`src/rtl/hstate_if.sv`:
```
// Bundle of the tanh/gate inputs and the h output stream for hstate_mul.
// The master drives the operands and h_ready; the slave (hstate_mul) returns comp, h, h_valid, sat and count.
interface hstate_if;
    logic [31:0] tanh;
    logic        en;
    logic        comp;
    logic [31:0] gate;
    logic        gate_valid;
    logic [31:0] h;
    logic        h_valid;
    logic        h_ready;
    logic        sat;
    logic [15:0] count;

    modport master (
        output tanh, en, gate, gate_valid, h_ready,
        input  comp, h, h_valid, sat, count
    );

    modport slave (
        input  tanh, en, gate, gate_valid, h_ready,
        output comp, h, h_valid, sat, count
    );
endinterface

```
`src/rtl/hstate_mul.sv`:
```
// LSTM hidden-state multiply h = gate * tanh in Q5.26, with an IDLE/MULT/SAT/OUT handshake sequence.
// Define HSTATE_SAT_EN to saturate out-of-range products; otherwise h wraps and sat stays 0.
module hstate_mul (
    input  logic      clk,
    input  logic      rst,
    input  logic      locked,
    hstate_if.slave   bus
);
    typedef enum logic [1:0] {IDLE, MULT, SAT, OUT} state_t;

    state_t             state_reg, state_next;
    logic signed [31:0] tanh_reg, tanh_next;
    logic signed [31:0] gate_reg, gate_next;
    logic signed [63:0] prod_reg, prod_next;
    logic signed [63:0] prod_full;
    logic        [31:0] h_reg, h_next;
    logic        [31:0] h_calc;
    logic               h_valid_reg, h_valid_next;
    logic               sat_reg, sat_next;
    logic               comp_reg, comp_next;
    logic               ovf;
    logic               count_inc;
    logic        [15:0] count_reg;

    assign prod_full = $signed({{32{tanh_reg[31]}}, tanh_reg}) * $signed({{32{gate_reg[31]}}, gate_reg});

    // Q10.52 product back to Q5.26: keep bits [57:26]; overflow when [63:57] disagree.
`ifdef HSTATE_SAT_EN
    logic unused_prod_bits;
    assign unused_prod_bits = ^prod_reg[25:0];
    assign ovf = !((&prod_reg[63:57]) || !(|prod_reg[63:57]));
`else
    logic unused_prod_bits;
    assign unused_prod_bits = ^{prod_reg[63:58], prod_reg[25:0]};
    assign ovf = 1'b0;
`endif

    always_comb begin
        if (ovf) begin
            h_calc = prod_reg[63] ? 32'h8000_0000 : 32'h7FFF_FFFF;
        end else begin
            h_calc = prod_reg[57:26];
        end
    end

    always_comb begin
        state_next   = state_reg;
        tanh_next    = tanh_reg;
        gate_next    = gate_reg;
        prod_next    = prod_reg;
        h_next       = h_reg;
        h_valid_next = h_valid_reg;
        sat_next     = sat_reg;
        comp_next    = 1'b0;
        count_inc    = 1'b0;
        case (state_reg)
            IDLE: begin
                if (bus.en && bus.gate_valid) begin
                    tanh_next  = bus.tanh;
                    gate_next  = bus.gate;
                    comp_next  = 1'b1;
                    state_next = MULT;
                end
            end
            MULT: begin
                prod_next  = prod_full;
                state_next = SAT;
            end
            SAT: begin
                h_next       = h_calc;
                sat_next     = ovf;
                h_valid_next = 1'b1;
                state_next   = OUT;
            end
            OUT: begin
                if (bus.h_ready) begin
                    h_valid_next = 1'b0;
                    count_inc    = 1'b1;
                    state_next   = IDLE;
                end
            end
            default: state_next = IDLE;
        endcase
    end

    // locked behaves as a synchronous twin of rst and wins over every other input.
    always_ff @(posedge clk or posedge rst) begin
        if (rst) begin
            state_reg   <= IDLE;
            tanh_reg    <= '0;
            gate_reg    <= '0;
            prod_reg    <= '0;
            h_reg       <= '0;
            h_valid_reg <= 1'b0;
            sat_reg     <= 1'b0;
            comp_reg    <= 1'b0;
            count_reg   <= '0;
        end else if (locked) begin
            state_reg   <= IDLE;
            tanh_reg    <= '0;
            gate_reg    <= '0;
            prod_reg    <= '0;
            h_reg       <= '0;
            h_valid_reg <= 1'b0;
            sat_reg     <= 1'b0;
            comp_reg    <= 1'b0;
            count_reg   <= '0;
        end else begin
            state_reg   <= state_next;
            tanh_reg    <= tanh_next;
            gate_reg    <= gate_next;
            prod_reg    <= prod_next;
            h_reg       <= h_next;
            h_valid_reg <= h_valid_next;
            sat_reg     <= sat_next;
            comp_reg    <= comp_next;
            if (count_inc) begin
                count_reg <= count_reg + 16'd1;
            end
        end
    end

    assign bus.comp    = comp_reg;
    assign bus.h       = h_reg;
    assign bus.h_valid = h_valid_reg;
    assign bus.sat     = sat_reg;
    assign bus.count   = count_reg;
endmodule

```
`src/flat_wrapper.sv`:
```
// flat-port wrapper written by rule: the top's interface ports become plain ports
module hstate_mul_flat 
  (clk, rst, locked, bus_tanh, bus_en, bus_gate, bus_gate_valid, bus_h_ready, bus_comp, bus_h, bus_h_valid, bus_sat, bus_count);
  hstate_if bus_i ();
  input  logic clk;
  input  logic rst;
  input  logic locked;
  input wire logic [$bits(bus_i.tanh)-1:0] bus_tanh;
  input wire logic [$bits(bus_i.en)-1:0] bus_en;
  input wire logic [$bits(bus_i.gate)-1:0] bus_gate;
  input wire logic [$bits(bus_i.gate_valid)-1:0] bus_gate_valid;
  input wire logic [$bits(bus_i.h_ready)-1:0] bus_h_ready;
  output wire logic [$bits(bus_i.comp)-1:0] bus_comp;
  output wire logic [$bits(bus_i.h)-1:0] bus_h;
  output wire logic [$bits(bus_i.h_valid)-1:0] bus_h_valid;
  output wire logic [$bits(bus_i.sat)-1:0] bus_sat;
  output wire logic [$bits(bus_i.count)-1:0] bus_count;
  assign bus_i.tanh = bus_tanh;
  assign bus_i.en = bus_en;
  assign bus_i.gate = bus_gate;
  assign bus_i.gate_valid = bus_gate_valid;
  assign bus_i.h_ready = bus_h_ready;
  assign bus_comp = bus_i.comp;
  assign bus_h = bus_i.h;
  assign bus_h_valid = bus_i.h_valid;
  assign bus_sat = bus_i.sat;
  assign bus_count = bus_i.count;
  hstate_mul u_core (.clk(clk), .rst(rst), .locked(locked), .bus(bus_i));
endmodule
```
`config.mk`:
```
export PLATFORM = sky130hd
export DESIGN_NAME = hstate_mul_flat
export DESIGN_NICKNAME = d
export VERILOG_FILES = /design/src/rtl/hstate_if.sv /design/src/rtl/hstate_mul.sv /design/src/flat_wrapper.sv
export SDC_FILE = /design/constraint.sdc
export NUM_CORES = 2
export LEC_CHECK = 0
export CORE_MARGIN = 2
export CORE_UTILIZATION = 55
export DETAILED_ROUTE_END_ITERATION = 7
export PLACE_DENSITY_LB_ADDON = 0.2
export SYNTH_ARGS = -nofsm -noshare
export SYNTH_HDL_FRONTEND = slang
export SYNTH_SLANG_ARGS = --single-unit
```
`constraint.sdc`:
```
create_clock -name clk -period 10.2 [get_ports clk]
set_clock_uncertainty 0.15 [all_clocks]
set_input_delay 2.04 -clock clk [delete_from_list [all_inputs] [get_ports clk]]
set_output_delay 2.04 -clock clk [all_outputs]
set_load 0.02 [all_outputs]
```
# [Word level (Yosys, flattened, before mapping)]
# Index checks and enable logic that the tools add are counted.
[classes] addsub=1 mul=1 div=0 magnitude_cmp=0 n_eq_ne=5 shifts=0 mux=26 bitwise=0 reduce_logical=11
[ops] operator="$mux 32" n=8
[ops] operator="$mux 58" n=2
[ops] operator="$mul 32x32->58" n=1
[ops] operator="$mux 16" n=2
[ops] operator="$add 16x1->16 const B" n=1
[ops] operator="$reduce_bool 2->1" n=5
[ops] operator="$mux 1" n=9
[ops] operator="$pmux 2 s4" n=1
[ops] operator="$mux 2" n=3
[ops] operator="$reduce_and 2->1" n=3
[ops] operator="$eq 2x2->1 const B" n=2
[ops] operator="$ne 3x2->1 const B" n=1
[ops] operator="$ne 3x3->1 const B" n=1
[ops] operator="$reduce_bool 3->1" n=1
[ops] operator="$eq 2x1->1 const B" n=1
[ops] operator="$logic_not 2->1" n=1
[ops] operator="$pmux 1 s2" n=1
[ops] operator="$logic_and 1x1->1" n=1
[word_totals] register_bits=175 latch_bits=0 ram_bits=0 rom_bits=0 input_bits=70 output_inout_bits=51 word_cells=53 memories=0

# [Depth between registers and ports, before layout]
[logic_depth] depth_word=4 depth_mapped=29 ltp_nobuf=27

# [Least setup slack after synthesis]
# No wires, ideal clock.
[synth_path] kind="reg2reg" start="register u_core.tanh_reg[31]" end="register u_core.prod_reg[57]" setup_ns=0.087 arrival_ns=7.565 required_ns=9.963 path_slack_ns=2.399 path_stages_with_launch=30 n_path_buf=2 period_less_slack_ns=7.801 path_cell_list="dfrtp_1 -> clkbuf_1 -> clkbuf_1 -> nand2_1 -> inv_1 -> fa_1 -> fa_1 -> inv_1 -> fa_1 -> inv_1 -> fa_1 -> inv_1 -> fa_1 -> inv_1 -> fa_1 -> inv_1 -> fa_1 -> inv_1 -> fa_1 -> ha_1 -> a21o_1 -> a21o_1 -> a21oi_1 -> and2b_1 -> nand2_1 -> nand3b_1 -> a21oi_2 -> a311oi_2 -> xnor2_1 -> a211oi_2"
[synth_between] elab_chain_cells=3
[synth_lines] item="from (decl)" line_no="hstate_mul.sv:12" source="logic signed [31:0] tanh_reg, tanh_next;"
[synth_lines] item="from (signal assigned)" line_no="hstate_mul.sv:110" source="tanh_reg <= tanh_next;"
[synth_lines] item="$mul 32x32->58" line_no="hstate_mul.sv:25" source="assign prod_full = $signed({{32{tanh_reg[31]}}, tanh_reg}) * $signed({{32{gate_reg[31]}}, gate_reg});"
[synth_lines] item="$mux 58" line_no="hstate_mul.sv:56" source="case (state_reg)"
[synth_lines] item="$mux 58" line_no="hstate_mul.sv:98" source="end else if (locked) begin"
[synth_lines] item="to (signal assigned)" line_no="hstate_mul.sv:112" source="prod_reg <= prod_next;"
[synth_lines] item="to (decl)" line_no="hstate_mul.sv:14" source="logic signed [63:0] prod_reg, prod_next;"
# Every way passes these cells. The select of a mux whose other input is x is not followed.
# A chain may end at the register's enable or synchronous reset.

# [Worst setup path in the final report]
[layout_path] start="register u_core.gate_reg[6]" end="register u_core.prod_reg[57]"
[layout_between] elab_chain_cells=3
[layout_lines] item="from (decl)" line_no="hstate_mul.sv:13" source="logic signed [31:0] gate_reg, gate_next;"
[layout_lines] item="from (signal assigned)" line_no="hstate_mul.sv:111" source="gate_reg <= gate_next;"
[layout_lines] item="$mul 32x32->58" line_no="hstate_mul.sv:25"
[layout_lines] item="$mux 58" line_no="hstate_mul.sv:56"
[layout_lines] item="$mux 58" line_no="hstate_mul.sv:98"
# Every way passes these cells. The select of a mux whose other input is x is not followed.

==> key figures <==
Global routing
  • M2 GR Usage: approximately 53%
  • Met1 Usage GRT: a little over a third
  • GR Overflow Total: 0
  • Met3 Use GR: ~4.3%
  • Overall Global Routing Usage: a little under a third
  • First-pass GRT wire length: 168,700 µm
  • Vias in the first global route: 30,580
  • GRT Max-Usage Layer: met2
  • Largest net degree at the start of global routing: 71
  • Initial antenna violation count: 0

Setup path
  • Crit path capture type: flip-flop
  • Critical path peak fanout: 20
  • Critical path arrival: approximately 8.8 ns
  • CP Class: flip-flop to flip-flop
  • Startpoint Class: flip-flop
  • Worst path required time: roughly 10 ns

Synthesis
  • Largest family of logic cells by synthesized area: adder cells
  • Post-Syn Area: 39,070 µm²
  • Post-synthesis cell type count: between 70 and 80
  • Simple-gate share of the synthesized area: approximately 16%
  • Post-synthesis xor/xnor area fraction: between 1 and 1.5%
  • Register bit total from synthesis: ~150
  • Multiplexer area fraction after synthesis: between 1 and 1.5%
  • Synth async-reset ratio: 100.0%
  • Gate count of the mapped netlist: about 4,000
  • Synth Area in Adders: between 50 and 60%
  • Primary FF master, synth: dfrtp_1
  • Post-Syn Area per Cell: 9.789 µm²
  • Synth Net Count: about 5,300
  • Seq/Total Area, Yosys: roughly a tenth
  • Post-synth EDFFs: 0
  • Post-synthesis compound-gate area fraction: between 4 and 5%
  • Yosys warnings: 0

Clock network
  • Setup Buffers After CTS: 0
  • Hold_buf cts: 0
  • # resized after CTS: 0
  • CTS tree: done
  • CTS Buffer Depth: 2
  • TritonCTS Sinks: around 150
  • H-Tree Depth: 4
  • Root buffer cell: clkbuf_16
  • Reg clk slew, reported paths: around 0.09 ns
  • CTS Buf Count: 17
  • Clk_lat worst skew: between 0.4 and 0.5 ns

Floorplan
  • Starting Density: a little under three fifths
  • Chip height: 270.5 µm
  • I/O pin cnt: around 120
  • Core Area: 70,150 µm²
  • DIE WIDTH: about 270 µm
  • Die area: around 73,000 µm²
  • Site Rows: just under 100

Timing
  • Slew @ Worst Pin: ~1.2 ns
  • Final Max Slew Viols: 0
  • Final TNS setup: 0 ns
  • Final setup vio count: 0
  • Max Freq: about 0.12 GHz
  • Final-report hold violation count: 0
  • Hold WS: 0.3730 ns
  • Max transition margin: around 23%
  • Final worst-path cycle share: between 80% and 90%
  • Minimum clock period: about 8.6 ns
  • Unrepaired setup endpoints after global routing: false

Detailed routing
  • Antenna-violating nets left: 0
  • Routed wire length: between 100,000 and 150,000 µm
  • Total number of vias: approximately 27,000
  • Routed length per instance: 21.05 µm
  • DRC Markers: 0
  • Via/cell ratio: 5.508
  • DRT iter0 DRCs: about 1,600
  • DR pass1 iterations: 6

Finish
  • NumNets Final: around 5,200
  • Multi-input logic area: around 31,000 µm²
  • FF/Latch Area: 3714 µm²
  • Filler cells: 6,144
  • Area grow syn2layout: 6.713%
  • Share of layout cells above drive strength 1: around 3.3%
  • Commonest non-fill, non-tap cell in the layout: fa_1
  • Most frequent cells in the layout: 1,010 x fa_1, 874 x inv_1, 556 x nand2_1

Power
  • Pwr Total: between 3 and 4 mW
  • VDD IR max: between 0.15 and 0.2 mV
  • Power density cells: approximately 84 nW/µm²
  • Static Leakage: 20.94 nW

Min path
  • Worst min-delay path category: flip-flop to flip-flop

Place
  • DP HPWL: between 80,000 and 90,000 µm
  • GP Congestion: approximately 0.91
  • Port bufs: ~120

Flow run
  • Max-cap violations: 0

Outcome
  • Status: complete, no violations
==> critical path: stages (launching register included) <==
cell      delay, ns
dfrtp_1        0.95
nand2_1        0.22
inv_1          0.14
fa_1           0.56
fa_1           0.61
inv_1          0.14
fa_1           0.52
inv_1          0.07
fa_1           0.78
inv_1          0.22
fa_1           0.53
inv_1          0.05
fa_1           0.52
inv_1          0.05
fa_1           0.47
inv_1          0.05
fa_1           0.44
ha_1           0.37
a21o_1         0.19
a21o_1         0.18
a21oi_1        0.17
and2b_1        0.22
nand2_1        0.08
nand3b_1       0.09
a21oi_2        0.06
a311oi_2       0.31
xnor2_1        0.13
a211oi_2       0.21
==> final timing paths <==
check                                        start                  end  slack [ns]  cells past startpoint
worst max-delay path            u_core.gate_reg[6]  u_core.prod_reg[57]        1.63                     27
worst min-delay path            u_core.gate_reg[0]   u_core.gate_reg[0]        0.37                      1
worst max register to register  u_core.gate_reg[6]  u_core.prod_reg[57]        1.63                     27
worst min register to register  u_core.gate_reg[0]   u_core.gate_reg[0]        0.37                      1
max in group asynchronous                      rst  u_core.gate_reg[18]        6.76                      3
min in group asynchronous                      rst  u_core.bus.count[8]        1.83                      2
==> layout make-up <==
type	count	area share, %
sequential	148	8.908
clock inverter	15	0.4022
multi-input combinational	2740	74.86
antenna	1	0.006003
inverter	875	7.890
tap	940	2.821
clock buffer	17	1.020
timing repair buffer	188	4.088
==> metrics by stage <==
step                std cells  setup slack [ns]  area (µm²)  utilization [%]
finish                   4924             1.631       41690            59.43
global route             4923             1.303       41690            59.42
CTS                      4923             1.651       41690            59.42
detailed placement       4891             1.675       41090            58.58
global placement         4891             1.863       41090            58.58
floorplan                3991             2.399       39070                -
==> synth_stat cells (4+ instances only) <==
cell type  number  share of area [%]
and2_1        464                7.4
xnor2_1        37               0.83
buf_1           6              0.058
inv_1         875                8.4
nand3_1        10               0.13
a21o_1         26               0.50
nand2b_1       24               0.38
o21ai_1         5              0.064
and4_1          4              0.090
mux2i_1        46                1.2
nor2b_1        34               0.54
buf_6           4               0.12
o22ai_1         7               0.11
nor2_1         84               0.81
fa_1         1010                 52
nand2_1       556                5.3
dfrtp_1       148                9.5
nor3b_1         4              0.077
o21bai_1        4              0.077
nand4_1        12               0.19
o21a_1          5              0.096
nor3_1          8               0.10
o21ai_0        20               0.26
a21oi_1        41               0.53
ha_1          179                5.7
clkbuf_1      216                2.1
o211ai_1        4              0.077
a22o_1         66                1.5
xor2_1         28               0.63
a211oi_1        4              0.077
==> routing by layer <==
| layer | part of all wire [%] | routed length (µm) | up-vias |
|---|---|---|---|
| li1 | - | - | 11540 |
| met1 | 36 | 37760 | 14290 |
| met2 | 52 | 53790 | 973 |
| met3 | 5.2 | 5419 | 324 |
| met4 | 6.5 | 6688 | 0 |
| met5 | 0 | 0 | - |
==> kinds of logic (layout without fill, tap and decap cells) <==
logic type	count (synthesis)	in the layout
buffers and inverters	1103	1095
xor gates and xnor gates	65	65
other	1	2
AOI/OAI and AO/OA	217	217
DFF	148	148
muxes	47	47
and+or+nand+nor	1221	1221
adders and majority gates	1189	1189
==> where the power goes <==
part | leakage [nW] | switching [mW] | total (mW) | internal [mW]
Combinational | 18.6 | 1.17 | 1.93 | 0.752
Clock | 0.277 | 0.356 | 0.682 | 0.326
Sequential | 2.03 | 0.219 | 0.874 | 0.655
(Power assumes the default switching activity.)
